===== config.mk =====
export PLATFORM = sky130hd
export DESIGN_NAME = key_event_ctrl_flat
export DESIGN_NICKNAME = d
export VERILOG_FILES = /design/src/rtl/key_evt_pkg.sv /design/src/rtl/key_event_ctrl_if.sv /design/src/rtl/evt_fifo.sv /design/src/rtl/key_event_ctrl.sv /design/src/flat_wrapper.sv
export SDC_FILE = /design/constraint.sdc
export NUM_CORES = 1
export LEC_CHECK = 0
export ABC_AREA = 1
export CAP_MARGIN = 10
export CORE_AREA = 10 10 140 142
export CTS_CLUSTER_DIAMETER = 80
export CTS_CLUSTER_SIZE = 10
export DETAILED_ROUTE_END_ITERATION = 8
export DIE_AREA = 0 0 150 152
export PLACE_DENSITY = 0.87
export SLEW_MARGIN = 20
export SYNTH_ARGS = -nofsm -noshare
export SYNTH_HDL_FRONTEND = slang
export SYNTH_HIERARCHICAL = 1
export SYNTH_SLANG_ARGS = --single-unit

===== constraint.sdc =====
create_clock -name clk -period 7.4 [get_ports clk]
set_input_delay 2.22 -clock clk [delete_from_list [all_inputs] [get_ports clk]]
set_output_delay 2.22 -clock clk [all_outputs]
set_load 0.02 [all_outputs]

===== src/rtl/key_evt_pkg.sv =====
// Shared types and helpers for the key event controller and its FIFO path.
// KEY_EVENT_CTRL_TIMESTAMP_EN adds a timestamp field to each event.
package key_evt_pkg;

  localparam int TS_W     = 16;
  localparam int CH_MAX_W = 7;

  function automatic int ch_width(input int n);
    if (n <= 2) begin
      return 1;
    end else begin
      return $clog2(n);
    end
  endfunction

  typedef struct packed {
    logic [CH_MAX_W-1:0] ch;
    logic                rise;
`ifdef KEY_EVENT_CTRL_TIMESTAMP_EN
    logic [TS_W-1:0]     ts;
`endif
  } evt_t;

endpackage


===== src/rtl/key_event_ctrl_if.sv =====
// Event stream towards the FT2232H FIFO writer (valid/ready handshake).
// KEY_EVENT_CTRL_TIMESTAMP_EN adds the evt_ts field.
interface key_event_ctrl_if #(parameter int CH_W = 3);
  import key_evt_pkg::*;

  logic            evt_valid;
  logic            evt_ready;
  logic [CH_W-1:0] evt_ch;
  logic            evt_rise;
`ifdef KEY_EVENT_CTRL_TIMESTAMP_EN
  logic [TS_W-1:0] evt_ts;

  modport master (output evt_valid, output evt_ch, output evt_rise, output evt_ts, input evt_ready);
  modport slave  (input evt_valid, input evt_ch, input evt_rise, input evt_ts, output evt_ready);
`else
  modport master (output evt_valid, output evt_ch, output evt_rise, input evt_ready);
  modport slave  (input evt_valid, input evt_ch, input evt_rise, output evt_ready);
`endif
endinterface


===== src/rtl/evt_fifo.sv =====
// Synchronous FIFO with registered head data and flags; head reads zero while empty.
module evt_fifo #(
  parameter int WIDTH = 4,
  parameter int DEPTH = 8
) (
  input  logic             clk,
  input  logic             rst_n,
  input  logic             wr_en,
  input  logic [WIDTH-1:0] wr_data,
  input  logic             rd_en,
  output logic [WIDTH-1:0] rd_data,
  output logic             full,
  output logic             empty
);
  localparam int AW = $clog2(DEPTH);

  logic [WIDTH-1:0] mem_q [DEPTH];
  logic [WIDTH-1:0] mem_d [DEPTH];
  logic [AW-1:0]    wr_ptr_q, wr_ptr_d, rd_ptr_q, rd_ptr_d;
  logic [AW:0]      count_q, count_d;
  logic             full_q, full_d, empty_q, empty_d;
  logic [WIDTH-1:0] data_q, data_d;
  logic             push_s, pop_s;

  always_comb begin
    mem_d    = mem_q;
    wr_ptr_d = wr_ptr_q;
    rd_ptr_d = rd_ptr_q;
    pop_s    = !empty_q && rd_en;
    // A full queue still accepts a write when the head leaves in the same cycle.
    push_s   = wr_en && (!full_q || pop_s);
    if (push_s) begin
      mem_d[wr_ptr_q] = wr_data;
      wr_ptr_d        = wr_ptr_q + 1'b1;
    end else begin
      wr_ptr_d = wr_ptr_q;
    end
    if (pop_s) begin
      rd_ptr_d = rd_ptr_q + 1'b1;
    end else begin
      rd_ptr_d = rd_ptr_q;
    end
    case ({push_s, pop_s})
      2'b10:   count_d = count_q + 1'b1;
      2'b01:   count_d = count_q - 1'b1;
      default: count_d = count_q;
    endcase
    empty_d = (count_d == '0);
    full_d  = (count_d == (AW+1)'(DEPTH));
    if (empty_d) begin
      data_d = '0;
    end else begin
      data_d = mem_d[rd_ptr_d];
    end
  end

  always_ff @(posedge clk) begin
    if (!rst_n) begin
      wr_ptr_q <= '0;
      rd_ptr_q <= '0;
      count_q  <= '0;
      full_q   <= 1'b0;
      empty_q  <= 1'b1;
      data_q   <= '0;
    end else begin
      wr_ptr_q <= wr_ptr_d;
      rd_ptr_q <= rd_ptr_d;
      count_q  <= count_d;
      full_q   <= full_d;
      empty_q  <= empty_d;
      data_q   <= data_d;
    end
  end

  always_ff @(posedge clk) begin
    mem_q <= mem_d;
  end

  assign rd_data = data_q;
  assign full    = full_q;
  assign empty   = empty_q;

endmodule


===== src/rtl/key_event_ctrl.sv =====
// Round-robin debouncer: one shared counter datapath visits one channel per clock
// and queues press/release events. KEY_EVENT_CTRL_TIMESTAMP_EN adds evt_ts.
module key_event_ctrl
  import key_evt_pkg::*;
#(
  parameter int NUM_CH     = 8,
  parameter int CNT_W      = 16,
  parameter int STABLE_CNT = 65535,
  parameter int FIFO_DEPTH = 8
) (
  input  logic              clk,
  input  logic              rst_n,
  input  logic [NUM_CH-1:0] raw_in,
  output logic [NUM_CH-1:0] stable_out,
  key_event_ctrl_if.master  evt_if,
  output logic              ovf,
  input  logic              clr_ovf
);
  localparam int CH_W = ch_width(NUM_CH);
`ifdef KEY_EVENT_CTRL_TIMESTAMP_EN
  localparam int TS_BITS = TS_W;
`else
  localparam int TS_BITS = 0;
`endif
  localparam int FW = CH_W + 1 + TS_BITS;
  localparam logic [CNT_W-1:0] STABLE_VAL = CNT_W'(STABLE_CNT);

  logic [NUM_CH-1:0] sync1_q, sync1_d, sync2_q, sync2_d;
  logic [NUM_CH-1:0] last_q, last_d, stable_q, stable_d;
  logic [CNT_W-1:0]  cnt_q [NUM_CH];
  logic [CNT_W-1:0]  cnt_d [NUM_CH];
  logic [CH_W-1:0]   idx_q, idx_d;
  logic              ovf_q, ovf_d;
  logic              push_s, pop_s, drop_s;
  evt_t              push_evt_s;
  logic [FW-1:0]     fifo_wdata_s, fifo_rdata_s;
  logic              fifo_full_s, fifo_empty_s;
`ifdef KEY_EVENT_CTRL_TIMESTAMP_EN
  logic [TS_W-1:0]   ts_q, ts_d;
`endif

  always_comb begin
    sync1_d    = raw_in;
    sync2_d    = sync1_q;
    last_d     = last_q;
    stable_d   = stable_q;
    cnt_d      = cnt_q;
    push_s     = 1'b0;
    push_evt_s = '0;
    if (idx_q == CH_W'(NUM_CH - 1)) begin
      idx_d = '0;
    end else begin
      idx_d = idx_q + 1'b1;
    end
    if (sync2_q[idx_q] != last_q[idx_q]) begin
      last_d[idx_q] = sync2_q[idx_q];
      cnt_d[idx_q]  = '0;
    end else if (cnt_q[idx_q] < STABLE_VAL) begin
      cnt_d[idx_q] = cnt_q[idx_q] + 1'b1;
    end else if (stable_q[idx_q] != last_q[idx_q]) begin
      stable_d[idx_q]  = last_q[idx_q];
      push_s           = 1'b1;
      push_evt_s.ch    = CH_MAX_W'(idx_q);
      push_evt_s.rise  = last_q[idx_q];
`ifdef KEY_EVENT_CTRL_TIMESTAMP_EN
      push_evt_s.ts    = ts_q;
`endif
    end else begin
      push_s = 1'b0;
    end
    // A drop still updates stable_out; only the queue entry is lost.
    drop_s = push_s && fifo_full_s && !pop_s;
    if (drop_s) begin
      ovf_d = 1'b1;
    end else if (clr_ovf) begin
      ovf_d = 1'b0;
    end else begin
      ovf_d = ovf_q;
    end
  end

  always_ff @(posedge clk) begin
    if (!rst_n) begin
      sync1_q  <= '0;
      sync2_q  <= '0;
      last_q   <= '0;
      stable_q <= '0;
      cnt_q    <= '{default: '0};
      idx_q    <= '0;
      ovf_q    <= 1'b0;
    end else begin
      sync1_q  <= sync1_d;
      sync2_q  <= sync2_d;
      last_q   <= last_d;
      stable_q <= stable_d;
      cnt_q    <= cnt_d;
      idx_q    <= idx_d;
      ovf_q    <= ovf_d;
    end
  end

`ifdef KEY_EVENT_CTRL_TIMESTAMP_EN
  assign ts_d = ts_q + 16'd1;

  always_ff @(posedge clk) begin
    if (!rst_n) begin
      ts_q <= '0;
    end else begin
      ts_q <= ts_d;
    end
  end

  assign fifo_wdata_s  = {CH_W'(push_evt_s.ch), push_evt_s.rise, push_evt_s.ts};
  assign evt_if.evt_ts = fifo_rdata_s[TS_W-1:0];
`else
  assign fifo_wdata_s  = {CH_W'(push_evt_s.ch), push_evt_s.rise};
`endif

  assign pop_s = evt_if.evt_valid && evt_if.evt_ready;

  evt_fifo #(
    .WIDTH (FW),
    .DEPTH (FIFO_DEPTH)
  ) u_fifo (
    .clk     (clk),
    .rst_n   (rst_n),
    .wr_en   (push_s),
    .wr_data (fifo_wdata_s),
    .rd_en   (evt_if.evt_ready),
    .rd_data (fifo_rdata_s),
    .full    (fifo_full_s),
    .empty   (fifo_empty_s)
  );

  assign evt_if.evt_valid = !fifo_empty_s;
  assign evt_if.evt_ch    = fifo_rdata_s[FW-1 -: CH_W];
  assign evt_if.evt_rise  = fifo_rdata_s[TS_BITS];
  assign stable_out       = stable_q;
  assign ovf              = ovf_q;

endmodule


===== src/flat_wrapper.sv =====
// flat-port wrapper written by rule: the top's interface ports become plain ports
module key_event_ctrl_flat import key_evt_pkg::*;
#(
  parameter int NUM_CH     = 8,
  parameter int CNT_W      = 16,
  parameter int STABLE_CNT = 65535,
  parameter int FIFO_DEPTH = 8
)
  (clk, rst_n, raw_in, stable_out, ovf, clr_ovf, evt_if_evt_valid, evt_if_evt_ch, evt_if_evt_rise, evt_if_evt_ready);
  key_event_ctrl_if evt_if_i ();
  input  logic clk;
  input  logic rst_n;
  input  logic [NUM_CH-1:0] raw_in;
  output logic [NUM_CH-1:0] stable_out;
  output logic ovf;
  input  logic clr_ovf;
  output wire logic [$bits(evt_if_i.evt_valid)-1:0] evt_if_evt_valid;
  output wire logic [$bits(evt_if_i.evt_ch)-1:0] evt_if_evt_ch;
  output wire logic [$bits(evt_if_i.evt_rise)-1:0] evt_if_evt_rise;
  input wire logic [$bits(evt_if_i.evt_ready)-1:0] evt_if_evt_ready;
  assign evt_if_evt_valid = evt_if_i.evt_valid;
  assign evt_if_evt_ch = evt_if_i.evt_ch;
  assign evt_if_evt_rise = evt_if_i.evt_rise;
  assign evt_if_i.evt_ready = evt_if_evt_ready;
  key_event_ctrl #(.NUM_CH(NUM_CH), .CNT_W(CNT_W), .STABLE_CNT(STABLE_CNT), .FIFO_DEPTH(FIFO_DEPTH)) u_core (.clk(clk), .rst_n(rst_n), .raw_in(raw_in), .stable_out(stable_out), .evt_if(evt_if_i), .ovf(ovf), .clr_ovf(clr_ovf));
endmodule

[After elaboration in Yosys (flattened, before gate mapping)]
Index checks and enable logic that the tools add are counted.
Operators by class
  magnitude comparators: 8
  eq/ne operators: 6
  bitwise operators: 8
  reductions and logical operators: 17
  add/sub/neg operators: 6
  muxes and demuxes: 35
Operator list (count)
  $mux 128: 2
  $and 128x128->128: 1
  $bwmux 128: 1
  $not 128->128: 1
  $bmux 16 s3: 1
  $demux 16 s3: 1
  $mux 16: 3
  $bwmux 32: 1
  $mux 32: 1
  $mux 4: 6
  $add 16x1->16 const B: 1
  $bwmux 8: 2
  $lt 16x16->1 const B: 1
  $bmux 4 s3: 1
  $demux 4 s3: 1
  $ge 4x4->1 const B: 3
  $not 3->4: 3
  $add 3x1->3 const B: 3
  $bmux 1 s3: 3
  $mux 1: 9
  $lt 4x1->1 const B: 2
  $pmux 4 s2: 1
  $logic_and 1x1->1: 7
  $add 4x1->4 const B: 1
  17 further kinds: 24
Word-level totals
  output and inout port bits: 14
  flip-flop bits (word level): 212
  logic and storage cells: 108
  bits of input ports: 12

[Longest topological paths before layout]
Gate-level depths: netlist of run 1.
  depth after elaboration: 12
  gate-level depth with buffers: 32
  gate-level depth less buffers: 28

[By module]
Netlist of run 1, hierarchy kept.
By module, submodules not included
  key_event_ctrl: area each 8054.0 µm², seq. area each 3283.1 µm², cells each 1271, instances 1
  evt_fifo: area each 2640.0 µm², seq. area each 960.9 µm², cells each 416, instances 1

[Worst setup path before layout of run 1]
No wires, ideal clock.
  path type: input port to flip-flop
  from: in evt_if_evt_ready
  to: reg u_core.u_fifo.data_q[0], in the netlist u_core/u_fifo/rd_data[0]
  stages: 14
  library setup time: 109 ps
  arrival: 4016 ps
  setup slack: 3274 ps
  buffers on the path: 1
  required time: 7291 ps
  path through: nand2_4 nand2_1 nand2_2 buf_2 ha_1 xor2_1 ha_1 mux2i_1 and2_1 nand2_1 nand2_1 nand2_1 nand2_1 inv_1
On the way
  longest elaborated chain between the ends: 7
  elaborated cells between the ends (all ways): 14
  those cells by class: 2 x eq/ne; 6 x mux; 1 x bitwise; 5 x reduce/logical
RTL lines
  start, declared: RTL line flat_wrapper.sv:20  | input wire logic [$bits(evt_if_i.evt_ready)-1:0] evt_if_evt_ready;
  $logic_and 1x1->1 *: RTL line evt_fifo.sv:29  | pop_s = !empty_q && rd_en;
  $logic_or 1x1->1: RTL line evt_fifo.sv:31  | push_s = wr_en && (!full_q || pop_s);
  $logic_and 1x1->1: RTL line evt_fifo.sv:31
  $mux 32, or another cell as far along: RTL line evt_fifo.sv:32  | if (push_s) begin
  $bmux 4 s3 / $pmux 4 s2 (equally long branches): RTL line evt_fifo.sv:53, evt_fifo.sv:43
  $mux 4 (implied by the code) / $logic_not 4->1 (equally long branches): RTL line evt_fifo.sv:53, evt_fifo.sv:48
  $mux 4 (implied by the code) / $reduce_or 2->1 (equally long branches)
  end signal, assigned: RTL line evt_fifo.sv:71  | data_q <= data_d;
  end, declared: RTL line evt_fifo.sv:22  | logic [WIDTH-1:0] data_q, data_d;
Every way passes the cells marked *; elsewhere a longest branch is shown, timed or not. The select of a mux whose other input is x is not followed.
A chain may end at the register's enable or synchronous reset.

[Worst setup path after layout of run 1]
  from: reg u_core.idx_q[2]
  to: reg u_core.u_fifo.data_q[2], in the netlist u_core/u_fifo/rd_data[2]
On the way
  longest elaborated chain between the ends: 12
  elaborated cells between the ends (all ways): 30
  those cells by class: 1 x order compare; 4 x eq/ne; 21 x mux; 1 x bitwise; 3 x reduce/logical
RTL lines
  start, declared: RTL line key_event_ctrl.sv:32  | logic [CH_W-1:0] idx_q, idx_d;
  start signal, assigned: RTL line key_event_ctrl.sv:97  | idx_q <= idx_d;
  $not 3->4 (implied by the code): RTL line key_event_ctrl.sv:58  | end else if (cnt_q[idx_q] < STABLE_VAL) begin
  $bmux 16 s3: RTL line key_event_ctrl.sv:58
  $mux 16 (implied by the code) (2 in a row): RTL line key_event_ctrl.sv:58
  $lt 16x16->1: RTL line key_event_ctrl.sv:58
  $mux 1: RTL line key_event_ctrl.sv:58
  $mux 1 *: RTL line key_event_ctrl.sv:55  | if (sync2_q[idx_q] != last_q[idx_q]) begin
  net u_core.push_s: RTL line key_event_ctrl.sv:34  | logic push_s, pop_s, drop_s;
  $logic_and 1x1->1 *: RTL line evt_fifo.sv:31
  $mux 32, or another cell as far along: RTL line evt_fifo.sv:32
  $bmux 4 s3 / $pmux 4 s2 (equally long branches): RTL line evt_fifo.sv:53, evt_fifo.sv:43
  $mux 4 (implied by the code) / $logic_not 4->1 (equally long branches): RTL line evt_fifo.sv:53, evt_fifo.sv:48
  $mux 4 (implied by the code) / $reduce_or 2->1 (equally long branches)
The timed path passes the listed nets; every way through them passes the cells marked *. The select of a mux whose other input is x is not followed.

==> results of run 1 <==
## final timing paths
path | endpoint | cells past startpoint
max | u_core/u_fifo/rd_data[2]$_SDFF_PP0_ | 24
min | u_core/sync2_q[7]$_SDFF_PN0_ | 2
max reg2reg | u_core/u_fifo/rd_data[2]$_SDFF_PP0_ | 24
min reg2reg | u_core/sync2_q[7]$_SDFF_PN0_ | 2
## cell usage after synthesis (all sizes together)
master  count
a21boi      2
a21oi     154
a221oi      1
a22oi       2
and2        2
buf        52
clkbuf     36
clkinv      1
dfxtp     212
ha          9
inv        98
mux2i       1
nand2     805
nand3     123
nand4      66
nor2       80
nor3        2
o21ai      28
o21bai      1
or2         6
xnor2       2
xor2        4
## power by group through the flow
stage	Clock (uW)	Combinational (uW)	Sequential [uW]
detailed placement	0	399	1210
finish	1030	411	1190
floorplan	0	298	1210
global placement	0	392	1210
global route	1090	449	1190
CTS	1040	402	1190
## worst register-to-register path, delay by kind of cell (launching register included)
| kind | cells | cell delay [ps] |
|---|---|---|
| buffers and inverters | 6 | 920 |
| AO/OA/AOI/OAI | 2 | 180 |
| AND/OR/NAND/NOR | 11 | 2520 |
| multiplexers | 1 | 160 |
| XOR/XNOR | 1 | 250 |
| flip-flops | 1 | 870 |
| adder cells (fa/ha/maj) | 3 | 910 |
## layer usage
metal / vias to the layer above / routed length (um)
li1: 5330 / -
met1: 4920 / 12140
met2: 551 / 13980
met3: 88 / 2785
met4: 0 / 920
met5: - / 0
## final cells by class
type,count,area share
clock buffers,25,0.05422
clock inverters,1,0.0007591
inverters,99,0.03242
multi-input cells,1288,0.4901
flip-flops and latches,212,0.3679
well taps,225,0.02440
repair buffers,38,0.03015
## registers in the layout, summed over array words and instances, names as in the netlist
name and count:
u_core/sync1_q 8, u_core/stable_out 8, u_core/u_fifo/count_q 4, u_core/u_fifo/rd_ptr_q 3, u_core/sync2_q 8, u_core/last_q 8
u_core/u_fifo/full 1, u_core/u_fifo/rd_data 4, u_core/u_fifo/mem_q 32, u_core/ovf 1, u_core/idx_q 3, u_core/u_fifo/empty 1
u_core/u_fifo/wr_ptr_q 3, u_core/cnt_q 128
## stage by stage
step	cells	area, sq um	utilization	total power (uW)	setup slack, ps
floorplan	1687	10690	-	1505	3274
global placement	1862	10900	0.6438	1606	1833
detailed placement	1862	10900	0.6438	1614	1642
CTS	1888	11540	0.6813	2634	1608
global route	1888	11540	0.6813	2736	1076
finish	1888	11540	0.6813	2632	1516
## logic make-up after synthesis
| kind of cell | share of synthesized area |
|---|---|
| mux | 0.0009360 |
| flops | 0.3969 |
| simple gates | 0.4205 |
| buf+inv | 0.07429 |
| fa+ha+maj | 0.01053 |
| xor+xnor | 0.006319 |
| compound gates | 0.09056 |
==> reports/metrics.yaml, run 1 <==
status: "finished clean"
p_per_area_mw_per_mm2: 228.1
critical_path_class: "flip-flop to flip-flop"
p_leak_uw: 0.005103
die_h_um: 152
fin_crit_ps: 5884
antenna_found_initial: 0
timing.critical_path.from: "u_core/idx_q[2]$_SDFF_PP0_"
drv_slew: 0
numCtsBuffers: 25
cap_violations: 0
grt_pass1_vias: 9852
drcViolationCount: 0
worst-path-buf-inv: 6
firstDrtPassIters: 6
core_region_area_sq_mm: 0.01694
ant_nets: 0
synth_top_area_frac: 0.3969
setup_viol: 0
syn_to_final_growth_pct: 7.898
htree_levels: 1
insertedDiodeCount: 0
crit_fanout: 38
initial_utilization: 0.6314
worstSkewPairLatency_ps: 510
max_stage_delay_ps: 870
cts_setup_buffers: 0
cts_root_buf: "clkbuf_16"
wire_per_inst_um: 15.80
drive_gt1_frac: 0.04750
busiest_layer: "met2"
post-route-period-util: 0.7951
yosysTopAreaCell: "dfxtp_1"
portBuffers: 25
seqPwrFrac: 0.453
cp.required_ps: 7810
crit_chain: "inv_2 -> nor2_1 -> inv_1 -> nor2_1 -> nand2_1 -> o21ai_0 -> a221oi_1 -> nand3_1 -> inv_1 -> ha_1 -> clkinv_1 -> nand2_1 -> inv_1 -> nand2_2 -> ha_1 -> xor2_1 -> ha_1 -> mux2i_1 -> and2_1 -> nand2_1 -> nand2_1 -> nand2_1 -> nand2_1 -> inv_1"
final_common_cell: "nand2_1"
critPathLaunchType: "flip-flop"
tritoncts: "built"
fillCellCount: 1490
clock_sinks: 212
gp_congestion: 0.9539
slowest_stage: "dfxtp_1"
hp-class: "flip-flop to flip-flop"
cts_buffer_depth: 3
grt_use_met3: 0.03623
use_met2: 0.4095
hold_viol: 0
rsz0062_at_grt: "false"
yosysWarnings: 6
via_count: 10890
crit_path_end_kind: "flip-flop"
synth_seq_area_share: 0.3969
path_delay_family: "simple AND/OR/NAND/NOR gates"
clk_pin_slew_ps: 60
skew_ps: 8.517
cts_resized: 0
grt_pass1_wl_um: 48750
dp_hpwl_um: 19000
min_from: "u_core/sync1_q[7]$_SDFF_PN0_"
intPower_uw: 1876
dieArea_sq_mm: 0.02280
grt_overflow_total: 0
ff2ff_setup_slack_ps: 1520
synth_cells: 1687
reg2reg_from: "u_core/idx_q[2]$_SDFF_PP0_"
cts_hold_buf: 0
yosysUniqueCellTypes: 37
sw_frac_of_total: 0.2872
p_clk_frac: 0.391
critPathArrivalTime_ps: 6290
grt_util_met1: 0.3296
ioPinCount: 26
wl_um: 29830
maxSlewHeadroom: 0.3818
timing.hold.ws_ps: 411.9
layout_common_cells: "nand2_1, dfxtp_1, a21oi_1"
cp_common_cell: "nand2_1"
switchingPower_uw: 755.9
synth-seq-cells: 212
drt_iter0_markers: 1219
combPwrFrac: 0.156
ys_top_cells_by_area: "dfxtp_1, nand2_1, a21oi_1"
multi_input_area_sq_mm: 0.005655
vdd_drop_max_mv: 0.2064
final_nets: 1685
dieWidth_um: 150
synth_area_sq_mm: 0.01069
grt_max_degree: 72
tns_ps: 0
tightest_slew_ps: 925.0
synthesis.nets: 1708
drt-vias-per-instance: 5.767
max_freq_mhz: 170.0
gr-usage-all-layers: 0.2518
syn_area_per_cell_sq_um: 6.339
rows: 48
ff_latch_area_sq_mm: 0.004245
No activity file was read; power rests on OpenSTA's default activity.
==> run 2: changes to the inputs <==
--- a/config.mk
+++ b/config.mk
@@ -7,12 +7,12 @@
 export LEC_CHECK = 0
 export ABC_AREA = 1
 export CAP_MARGIN = 10
-export CORE_AREA = 10 10 140 142
+export CORE_AREA = 10 10 150 152
 export CTS_CLUSTER_DIAMETER = 80
 export CTS_CLUSTER_SIZE = 10
 export DETAILED_ROUTE_END_ITERATION = 8
-export DIE_AREA = 0 0 150 152
-export PLACE_DENSITY = 0.87
+export DIE_AREA = 0 0 160 162
+export PLACE_DENSITY = 0.8
 export SLEW_MARGIN = 20
 export SYNTH_ARGS = -nofsm -noshare
 export SYNTH_HDL_FRONTEND = slang
==> constraint.sdc (replaced) <==
create_clock -name clk -period 4.8 [get_ports clk]
set_input_delay 1.44 -clock clk [delete_from_list [all_inputs] [get_ports clk]]
set_output_delay 1.44 -clock clk [all_outputs]
set_load 0.02 [all_outputs]
==> reports/metrics.yaml, run 2 (synthesis results as in run 1) <==
drive_gt1_frac: 0.05609  # was 0.04750
grt_pass1_vias: 10020  # was 9852
portBuffers: 25  # unchanged
insertedDiodeCount: 0  # unchanged
grt_max_degree: 86  # was 72
dieArea_sq_mm: 0.02592  # was 0.02280 sq mm
critPathLaunchType: "flip-flop"  # unchanged
tritoncts: "built"  # unchanged
crit_chain: "inv_1 -> nor2_1 -> inv_1 -> nor2_1 -> inv_1 -> o21ai_0 -> a221oi_1 -> nand3_1 -> inv_1 -> ha_1 -> clkinv_1 -> nand2_1 -> inv_1 -> nand2_2 -> ha_1 -> xor2_1 -> ha_1 -> mux2i_1 -> and2_1 -> nand2_1 -> nand2_1 -> nand2_1 -> nand2_1 -> inv_1"  # was inv_2 -> nor2_1 -> inv_1 -> nor2_1 -> nand2_1 -> o21ai_0 -> a221oi_1 -> nand3_1 -> inv_1 -> ha_1 -> clkinv_1 -> nand2_1 -> inv_1 -> nand2_2 -> ha_1 -> xor2_1 -> ha_1 -> mux2i_1 -> and2_1 -> nand2_1 -> nand2_1 -> nand2_1 -> nand2_1 -> inv_1
htree_levels: 1  # unchanged
drt_iter0_markers: 1425  # was 1219
wire_per_inst_um: 16.40  # was 15.80 um
crit_fanout: 10  # was 38
layout_common_cells: "nand2_1, dfxtp_1, a21oi_1"  # unchanged
syn_to_final_growth_pct: 9.781  # was 7.898%
clock_sinks: 212  # unchanged
max_freq_mhz: 235.2  # was 170.0 MHz
critPathArrivalTime_ps: 4690  # was 6290 ps
drv_slew: 0  # unchanged
cap_violations: 0  # unchanged
final_common_cell: "nand2_1"  # unchanged
ant_nets: 0  # unchanged
grt_pass1_wl_um: 50950  # was 48750 um
rsz0062_at_grt: "false"  # unchanged
skew_ps: 32.71  # was 8.517 ps
firstDrtPassIters: 7  # was 6
p_leak_uw: 0.005181  # was 0.005103 uW
dp_hpwl_um: 20910  # was 19000 um
path_delay_family: "simple AND/OR/NAND/NOR gates"  # unchanged
cts_buffer_depth: 3  # unchanged
fin_ws_ps: 548.4  # was 1516 ps
ff_latch_area_sq_mm: 0.004245  # unchanged
multi_input_area_sq_mm: 0.005663  # was 0.005655 sq mm
maxSlewHeadroom: 0.2234  # was 0.3818
largest_reg_flops: 128  # unchanged
final_nets: 1696  # was 1685
critical_path_class: "flip-flop to flip-flop"  # unchanged
die_h_um: 162  # was 152 um
cts_root_buf: "clkbuf_16"  # unchanged
crit_path_end_kind: "flip-flop"  # unchanged
hp-class: "flip-flop to flip-flop"  # unchanged
drcViolationCount: 0  # unchanged
gp_congestion: 1.062  # was 0.9539
core_region_area_sq_mm: 0.01940  # was 0.01694 sq mm
gr-usage-all-layers: 0.2336  # was 0.2518
fillCellCount: 1856  # was 1490
tightest_slew_ps: 1161  # was 925.0 ps
numCtsBuffers: 25  # unchanged
cp.required_ps: 5230  # was 7810 ps
ioPinCount: 26  # unchanged
antenna_found_initial: 0  # unchanged
hold_viol: 0  # unchanged
place_ws_ps: 530.1  # was 1642 ps
initial_utilization: 0.5513  # was 0.6314
via_count: 11020  # was 10890
wl_um: 31830  # was 29830 um
clk_pin_slew_ps: 60  # about the same
worst-path-buf-inv: 7  # was 6
worstSkewPairLatency_ps: 540  # was 510 ps
fin_crit_ps: 4252  # was 5884 ps
slowest_stage: "dfxtp_1"  # unchanged
p_per_area_mw_per_mm2: 352.0  # was 228.1 mW/mm^2
grt_overflow_total: 0  # unchanged
cp_common_cell: "inv_1"  # was nand2_1
post-route-period-util: 0.8858  # was 0.7951
rows: 51  # was 48
reg_top3: "u_core/cnt_q (128), u_core/u_fifo/mem_q (32)"  # unchanged
tns_ps: 0  # unchanged
max_stage_delay_ps: 420  # was 870 ps
status: "finished clean"  # unchanged
dieWidth_um: 160  # was 150 um
cts_hold_buf: 0  # unchanged
vdd_drop_max_mv: 0.3042  # was 0.2064 mV
drt-vias-per-instance: 5.677  # was 5.767
largest_register: "u_core/cnt_q"  # unchanged
setup_viol: 0  # unchanged
==> run 2: cell types whose count changed in the layout (fill, tap and decap cells not counted), sizes merged <==
cell      change
clkinv        +1
clkinvlp      +1
buf          +11
==> run 2: metal layers <==
| layer | part of all wire | up-vias | track usage |
|---|---|---|---|
| met5 | 0 | - | 0 |
| met4 | 0.028 | 0 | 0.06928 |
| met3 | 0.11 | 86 | 0.04853 |
| met2 | 0.44 | 560 | 0.3730 |
| met1 | 0.42 | 5018 | 0.3116 |
| li1 | - | 5355 | - |
==> run 2: path summary, 6_finish.rpt <==
path / from / end / slack [ps] / cells after the start
worst max-delay path: u_core/idx_q[1]$_SDFF_PP0_ / u_core/u_fifo/rd_data[0]$_SDFF_PP0_ / 550 / 24
worst min-delay path: u_core/sync1_q[0]$_SDFF_PN0_ / u_core/sync2_q[0]$_SDFF_PN0_ / 420 / 2
worst max register to register: u_core/idx_q[1]$_SDFF_PP0_ / u_core/u_fifo/rd_data[0]$_SDFF_PP0_ / 550 / 24
worst min register to register: u_core/sync1_q[0]$_SDFF_PN0_ / u_core/sync2_q[0]$_SDFF_PN0_ / 420 / 2
==> run 2: area by class of cell <==
class | count | area share
clock buffer | 25 | 0.05329
clock inverter | 3 | 0.002771
inverter | 99 | 0.03187
multi-input combinational | 1288 | 0.4824
sequential | 212 | 0.3616
tap | 265 | 0.02824
timing repair buffer | 49 | 0.03986
==> run 2: tightest hold or removal path: stages, from the launching register on <==
cell and delay, ps:
dfxtp_1 300, nand2_1 50, inv_1 40
==> run 2: power by group <==
part           total, uW  internal [uW]  switching (uW)
clock network       1630            922             709
registers           1830           1800            27.5
logic                671            189             482
total               4130           2910            1220
==> run 2: repair_timing <==
item	CTS	global route
endpoints found under the setup margin	0	5
setup buffers	0	0
resized for setup	0	2
==> run 2: stage by stage <==
step | hold slack [ps] | utilization | area, sq um | power, uW | instances
after global placement | 397.6 | 0.5709 | 11070 | 2503 | 1913
after floorplan | 390.5 | - | 10690 | 2321 | 1687
after detailed placement | 406.1 | 0.5709 | 11070 | 2512 | 1913
final | 417.5 | 0.6052 | 11740 | 4133 | 1941
after global routing | 433.8 | 0.6052 | 11740 | 4272 | 1941
after CTS | 425.9 | 0.6048 | 11730 | 4122 | 1941
